File: config.mk
export PLATFORM = sky130hd
export DESIGN_NAME = pipe_ctrl
export DESIGN_NICKNAME = d
export VERILOG_FILES = /design/src/rtl/pipe_ctrl.sv
export SDC_FILE = /design/constraint.sdc
export NUM_CORES = 1
export LEC_CHECK = 0
export ABC_AREA = 1
export CORE_UTILIZATION = 31
export CTS_BUF_LIST = sky130_fd_sc_hd__clkbuf_8
export DETAILED_ROUTE_END_ITERATION = 7
export GPL_TIMING_DRIVEN = 0
export PLACE_DENSITY = 0.79
export SYNTH_ARGS = -nofsm -noshare
export SYNTH_HDL_FRONTEND = slang
export SYNTH_SLANG_ARGS = --single-unit
File: constraint.sdc
create_clock -name clk -period 1.6 [get_ports clk]
set_input_delay 0.16 -clock clk [delete_from_list [all_inputs] [get_ports clk]]
set_output_delay 0.16 -clock clk [all_outputs]
set_load 0.05 [all_outputs]
File: src/rtl/pipe_ctrl.sv
// pipe_ctrl: fetch/decode/execute front-end sequencing controller.
// Combines decode hazard, branch, fence and trap indications into hold,
// flush and redirect controls for fe2de, de2ex and the fetch PC.
// Optional build macro: FENCE_REFETCH_EN (FENCE exit redirects to the
// instruction after the FENCE and flushes fe2de to drop stale prefetch).
//
// state | meaning
// RUN   | normal issue; stall / trap / branch / fence arbitration
// FENCE | draining memory and execute before the FENCE completes
// TRAP  | single redirect cycle to mtvec (ECALL/EBREAK) or mepc (MRET)
module pipe_ctrl #(
    parameter int FENCE_TIMEOUT = 255,
    parameter int STALL_CNT_W   = 16
) (
    input  logic                   clk,
    input  logic                   rst_n,
    input  logic                   de2ex_inst_valid,
    input  logic                   de_stall,
    input  logic                   de_store_load_conflict,
    input  logic                   ex_md_busy,
    input  logic                   lsu_idle,
    input  logic                   branch_predict_err,
    input  logic [31:0]            de2fe_branch_target,
    input  logic                   de2ex_fence_stall,
    input  logic                   de2ex_exp,
    input  logic                   de2ex_mret,
    input  logic [31:0]            de2ex_pc,
    input  logic                   fe2de_rv16_ffout,
    input  logic [31:0]            mtvec,
    input  logic [31:0]            mepc,
    output logic                   fe2de_hold,
    output logic                   fe2de_flush,
    output logic                   de2ex_flush,
    output logic                   fe_redirect,
    output logic [31:0]            fe_redirect_pc,
    output logic                   fence_busy,
    output logic                   fence_timeout,
    output logic [1:0]             ctrl_state,
    output logic [STALL_CNT_W-1:0] stall_cnt
);

    localparam int DRAIN_W = (FENCE_TIMEOUT < 2) ? 1 : $clog2(FENCE_TIMEOUT + 1);

    typedef enum logic [1:0] {
        ST_RUN   = 2'd0,
        ST_FENCE = 2'd1,
        ST_TRAP  = 2'd2
    } state_t;

    state_t                 r_state;
    state_t                 w_state_nxt;
    logic                   r_is_mret;
    logic [31:0]            r_fence_pc;
    logic [DRAIN_W-1:0]     r_drain_cnt;
    logic [STALL_CNT_W-1:0] r_stall_cnt;

    logic        w_stall;
    logic        w_trap;
    logic        w_fence;
    logic        w_drained;
    logic        w_at_limit;
    logic        w_hold;
    logic        w_fe_flush;
    logic        w_de_flush;
    logic        w_redirect;
    logic [31:0] w_redirect_pc;
    logic        w_busy;
    logic        w_timeout;
    logic        w_latch_trap;
    logic        w_latch_fence;

    assign w_stall    = de_stall | de_store_load_conflict | ex_md_busy;
    assign w_trap     = de2ex_inst_valid & (de2ex_exp | de2ex_mret);
    assign w_fence    = de2ex_inst_valid & de2ex_fence_stall;
    assign w_drained  = lsu_idle & ~ex_md_busy;
    assign w_at_limit = (r_drain_cnt == DRAIN_W'(FENCE_TIMEOUT));

    // Next-state and control outputs from registered state plus live inputs.
    always_comb begin
        w_state_nxt   = r_state;
        w_hold        = 1'b0;
        w_fe_flush    = 1'b0;
        w_de_flush    = 1'b0;
        w_redirect    = 1'b0;
        w_redirect_pc = 32'd0;
        w_busy        = 1'b0;
        w_timeout     = 1'b0;
        w_latch_trap  = 1'b0;
        w_latch_fence = 1'b0;
        case (r_state)
            ST_RUN: begin
                if (w_stall) begin
                    w_hold     = 1'b1;
                    w_de_flush = 1'b1;
                end else if (w_trap) begin
                    w_fe_flush   = 1'b1;
                    w_latch_trap = 1'b1;
                    w_state_nxt  = ST_TRAP;
                end else if (branch_predict_err) begin
                    w_redirect    = 1'b1;
                    w_redirect_pc = de2fe_branch_target;
                    w_fe_flush    = 1'b1;
                end else if (w_fence) begin
                    w_hold        = 1'b1;
                    w_latch_fence = 1'b1;
                    w_state_nxt   = ST_FENCE;
                end
            end
            ST_TRAP: begin
                w_redirect    = 1'b1;
                w_redirect_pc = r_is_mret ? mepc : mtvec;
                w_fe_flush    = 1'b1;
                w_de_flush    = 1'b1;
                w_state_nxt   = ST_RUN;
            end
            ST_FENCE: begin
                w_busy     = 1'b1;
                w_de_flush = 1'b1;
                w_timeout  = w_at_limit;
                if (w_drained || w_at_limit) begin
                    w_state_nxt = ST_RUN;
`ifdef FENCE_REFETCH_EN
                    w_redirect    = 1'b1;
                    w_redirect_pc = r_fence_pc;
                    w_fe_flush    = 1'b1;
`endif
                end else begin
                    w_hold = 1'b1;
                end
            end
            default: begin
                w_state_nxt = ST_RUN;
            end
        endcase
    end

    assign fe2de_hold     = w_hold;
    assign fe2de_flush    = w_fe_flush & ~w_hold;
    assign de2ex_flush    = w_de_flush;
    assign fe_redirect    = w_redirect;
    assign fe_redirect_pc = w_redirect_pc;
    assign fence_busy     = w_busy;
    assign fence_timeout  = w_timeout;
    assign ctrl_state     = r_state;
    assign stall_cnt      = r_stall_cnt;

    // State register.
    always_ff @(posedge clk or negedge rst_n) begin
        if (!rst_n) begin
            r_state <= ST_RUN;
        end else begin
            r_state <= w_state_nxt;
        end
    end

    // Trap flavour and FENCE return PC, captured as decode hands them over.
    always_ff @(posedge clk or negedge rst_n) begin
        if (!rst_n) begin
            r_is_mret  <= 1'b0;
            r_fence_pc <= 32'd0;
        end else begin
            if (w_latch_trap) begin
                r_is_mret <= de2ex_mret;
            end
            if (w_latch_fence) begin
                r_fence_pc <= de2ex_pc + (fe2de_rv16_ffout ? 32'd2 : 32'd4);
            end
        end
    end

    // Drain counter: cleared on FENCE entry, counts each FENCE cycle.
    always_ff @(posedge clk or negedge rst_n) begin
        if (!rst_n) begin
            r_drain_cnt <= '0;
        end else if (w_latch_fence) begin
            r_drain_cnt <= '0;
        end else if ((r_state == ST_FENCE) && !w_at_limit) begin
            r_drain_cnt <= r_drain_cnt + DRAIN_W'(1);
        end
    end

    // Saturating count of held fetch cycles.
    always_ff @(posedge clk or negedge rst_n) begin
        if (!rst_n) begin
            r_stall_cnt <= '0;
        end else if (w_hold && (r_stall_cnt != '1)) begin
            r_stall_cnt <= r_stall_cnt + STALL_CNT_W'(1);
        end
    end

endmodule

==> impl_metrics.csv <==
group,metric,value,unit
worst_setup_path,ff2ff_path_depth,12,
logic_synthesis,synth.distinct_cells,29,
min_path,hold_path_class,"primary input to asynchronous set/reset pin",
worst_setup_path,required,1.44,ns
placement,dp_slack,-1.002,ns
worst_setup_path,critPathCaptureType,"primary output",
worst_setup_path,crit_fanout,5,
grt,grt_start_max_net_pins,28,
worst_setup_path,crit_chain,"clkdlybuf4s50_1 -> nor2_1 -> nand2_1 -> inv_1 -> nand3_4 -> buf_12 -> buf_12 -> o22ai_4 -> buf_6",
timing,setup_viol,46,
logic_synthesis,ys_ff_latch,27,
grt,track_usage,24.15,%
cts,cts_root_buf,"clkbuf_8",
cts,h-tree-depth,1,
timing,period_share,125.0,%
logic_synthesis,syn_nets,550,
timing,hold_slack,0.4134,ns
die,die_height,91.60,microns
cts,cts_buffers,3,
cts,insertion_delay,0.29,ns
cts,cts_buffer_depth,2,
die,dieArea,0.008391,sq mm
cells_and_area,nets,751,
timing,drv_slew,0,
logic_synthesis,avgSynthCellArea,6.160,sq um
timing,timing.fmax,499.8,MHz
cts,cts_tree,"done",
worst_setup_path,slowest_stage,"clkdlybuf4s50_1",
detailed_routing,vias,3518,
cells_and_area,final_cells,706,
placement,post-place-cells,668,
grt,antenna_found_initial,0,
die,die_x,91.60,microns
timing,rsz0062_at_grt,"yes",
detailed_routing,drc,0,
cells_and_area,postLayoutCoreUtil,71.11,%
timing,hold_viol_final,0,
cts,cts.sinks,27,
die,initial_core_util,32.21,%
timing,final.setup.worst_slack,-0.4006,ns
grt,gr-total-overflow,0,
worst_setup_path,start_kind,"primary input",
worst_setup_path,crit_type,"primary input to primary output",
die,placeableCoreArea,0.007727,sq mm
timing,worst_slew_pin_slew,0.6338,ns
detailed_routing,firstDrtPassIters,4,
power,ir_drop,0.0009959,V
cts,clk_pin_slew,0.10,ns
worst_setup_path,worst_path_most_repeated_cell,"buf_12",
detailed_routing,routedWlPerCell,15.06,microns
detailed_routing,viasPerCell,4.983,
cells_and_area,layout-drive-gt1-share,30.96,%
outcome,outcome,"complete, but fails checks",
logic_synthesis,yosysWarnings,0,
power,p_leak,2.434,nW
timing,min_period,2.001,ns
worst_setup_path,cpPeakStageDelay,0.42,ns
detailed_routing,drtAntennaViolNets,0,
logic_synthesis,syn-instance-count,404,
grt,grt_pass1_wl,16230,microns
power,power,7.112,mW
power,powerDensity,1294,mW/mm^2
timing,fin_skew,0.004327,ns
logic_synthesis,syn_area,0.002489,sq mm
die,num_io_pins,196,
placement,place.gp.congestion,0.8942,
timing,max-slew-margin-rel,57.75,%
outcome,violations,"setup timing",
grt,grt_pass1_vias,3393,
cells_and_area,n_antenna_cell,0,
detailed_routing,drt_wl_total,10640,microns
placement,hpwl,7652,microns
placement,io_buffers,162,
die,rows,32,
logic_synthesis,ys_seq_area_share,27.15,%
cells_and_area,area_growth,120.8,%
worst_setup_path,critPathArrivalTime,1.84,ns
flow_run,drv_cap,0,
detailed_routing,drtIter0Drc,133,
==> metrics by stage <==
step                TNS [ns]  area [sq um]
global placement      -37.73          4865
global route          -17.22          5495
detailed placement    -39.18          4865
CTS                   -12.38          5246
floorplan             -5.960          3115
finish                -14.24          5495
==> Yosys cell counts <==
| cell type | count | area, sq um |
|---|---|---|
| nand3_2 | 1 | 10.01 |
| xnor2_1 | 3 | 26.28 |
| nor2_2 | 1 | 6.260 |
| nand4_1 | 6 | 37.54 |
| o21bai_1 | 2 | 15.01 |
| buf_1 | 1 | 3.750 |
| nand2_1 | 99 | 371.6 |
| buf_6 | 1 | 11.26 |
| nand2_4 | 2 | 22.52 |
| ha_1 | 6 | 75.07 |
| nor3b_1 | 1 | 7.510 |
| inv_2 | 4 | 15.01 |
| nand3b_1 | 4 | 30.03 |
| clkbuf_1 | 8 | 30.03 |
| a21oi_1 | 3 | 15.01 |
| nor2_1 | 61 | 229.0 |
| nand3_1 | 28 | 140.1 |
| buf_8 | 1 | 15.01 |
| nor2_4 | 2 | 22.52 |
| xor2_1 | 7 | 61.31 |
| o21ai_1 | 1 | 5.000 |
| dfrtp_1 | 27 | 675.7 |
| nand2_8 | 1 | 20.02 |
| o21ai_0 | 39 | 195.2 |
| buf_2 | 4 | 20.02 |
| nor3_1 | 1 | 5.000 |
| o22ai_1 | 32 | 200.2 |
| inv_1 | 56 | 210.2 |
| nand2_2 | 2 | 12.51 |
==> registers in the layout, summed over array words and instances (netlist names) <==
register and flops:
r_is_mret 1, stall_cnt 16, r_drain_cnt 8, ctrl_state 2
==> cells in the final DEF (no fill, tap or decap), drive strengths merged, types with 4 or more instances in the layout <==
cell type,instances
clkdlybuf4s50,105
nand2,105
buf,77
nor2,64
inv,61
o21ai,40
o22ai,32
nand3,29
dfrtp,27
dlygate4sd2,17
clkbuf,13
xor2,7
nand4,6
ha,6
nand3b,4
==> layout make-up <==
type                       instances  area, sq um
inverter                          60        227.7
tap                              102        127.6
clock buffer                       3        41.29
timing repair buffer             197         2082
buffer                            13        128.9
sequential                        27        690.7
multi-input combinational        303         2193
clock inverter                     1        3.754
fill                             575         2232
==> power breakdown <==
| part | switching [mW] | leakage [nW] | internal, mW |
|---|---|---|---|
| registers | 0.213 | 0.343 | 0.862 |
| clock network | 0.233 | 0.0269 | 0.173 |
| logic | 3.27 | 2.06 | 2.36 |
==> cell families (layout without fill, tap and decap cells) <==
family / count (synthesis) / count (layout) / synth area share (%)
and+or+nand+nor: 209 / 210 / 36.75
AOI/OAI and AO/OA: 77 / 77 / 17.29
buffers and inverters: 75 / 274 / 12.27
DFF: 27 / 27 / 27.15
xor gates and xnor gates: 10 / 10 / 3.520
adders and majority gates: 6 / 6 / 3.017
==> worst paths after layout <==
kind                                from                 end  slack [ns]
min                                rst_n       stall_cnt[15]        0.41
max                           ex_md_busy  fe_redirect_pc[19]       -0.40
min reg2reg                 stall_cnt[3]        stall_cnt[3]        0.54
max reg2reg                ctrl_state[0]        stall_cnt[2]       -0.12
min in group clk              de2ex_mret           r_is_mret        0.45
max in group asynchronous          rst_n        stall_cnt[0]        0.73
==> critical path, delay by kind of cell <==
kind	cells	cell delay, ns
AO/OA/AOI/OAI	1	0.10
AND/OR/NAND/NOR	3	0.51
buffers and inverters	5	1.06
==> layer usage <==
layer	GRT usage, %	vias to the layer above	wire, microns
met5	0	-	0
met2	46.43	138	5740
li1	-	1710	-
met4	9.259	0	388
met3	4.271	27	699
met1	25.80	1643	3806
==> timing repair <==
| item | in CTS | in global routing |
|---|---|---|
| hold buffers | 0 | 1 |
| hold endpoints to repair | 0 | 27 |
| setup endpoints to repair | 67 | 62 |
| pin swaps | 10 | 21 |
| setup buffers | 19 | 12 |
| cloned | 3 | 2 |
| gates resized for setup | 325 | 54 |
Note: power is estimated with default switching activity, not from simulation.
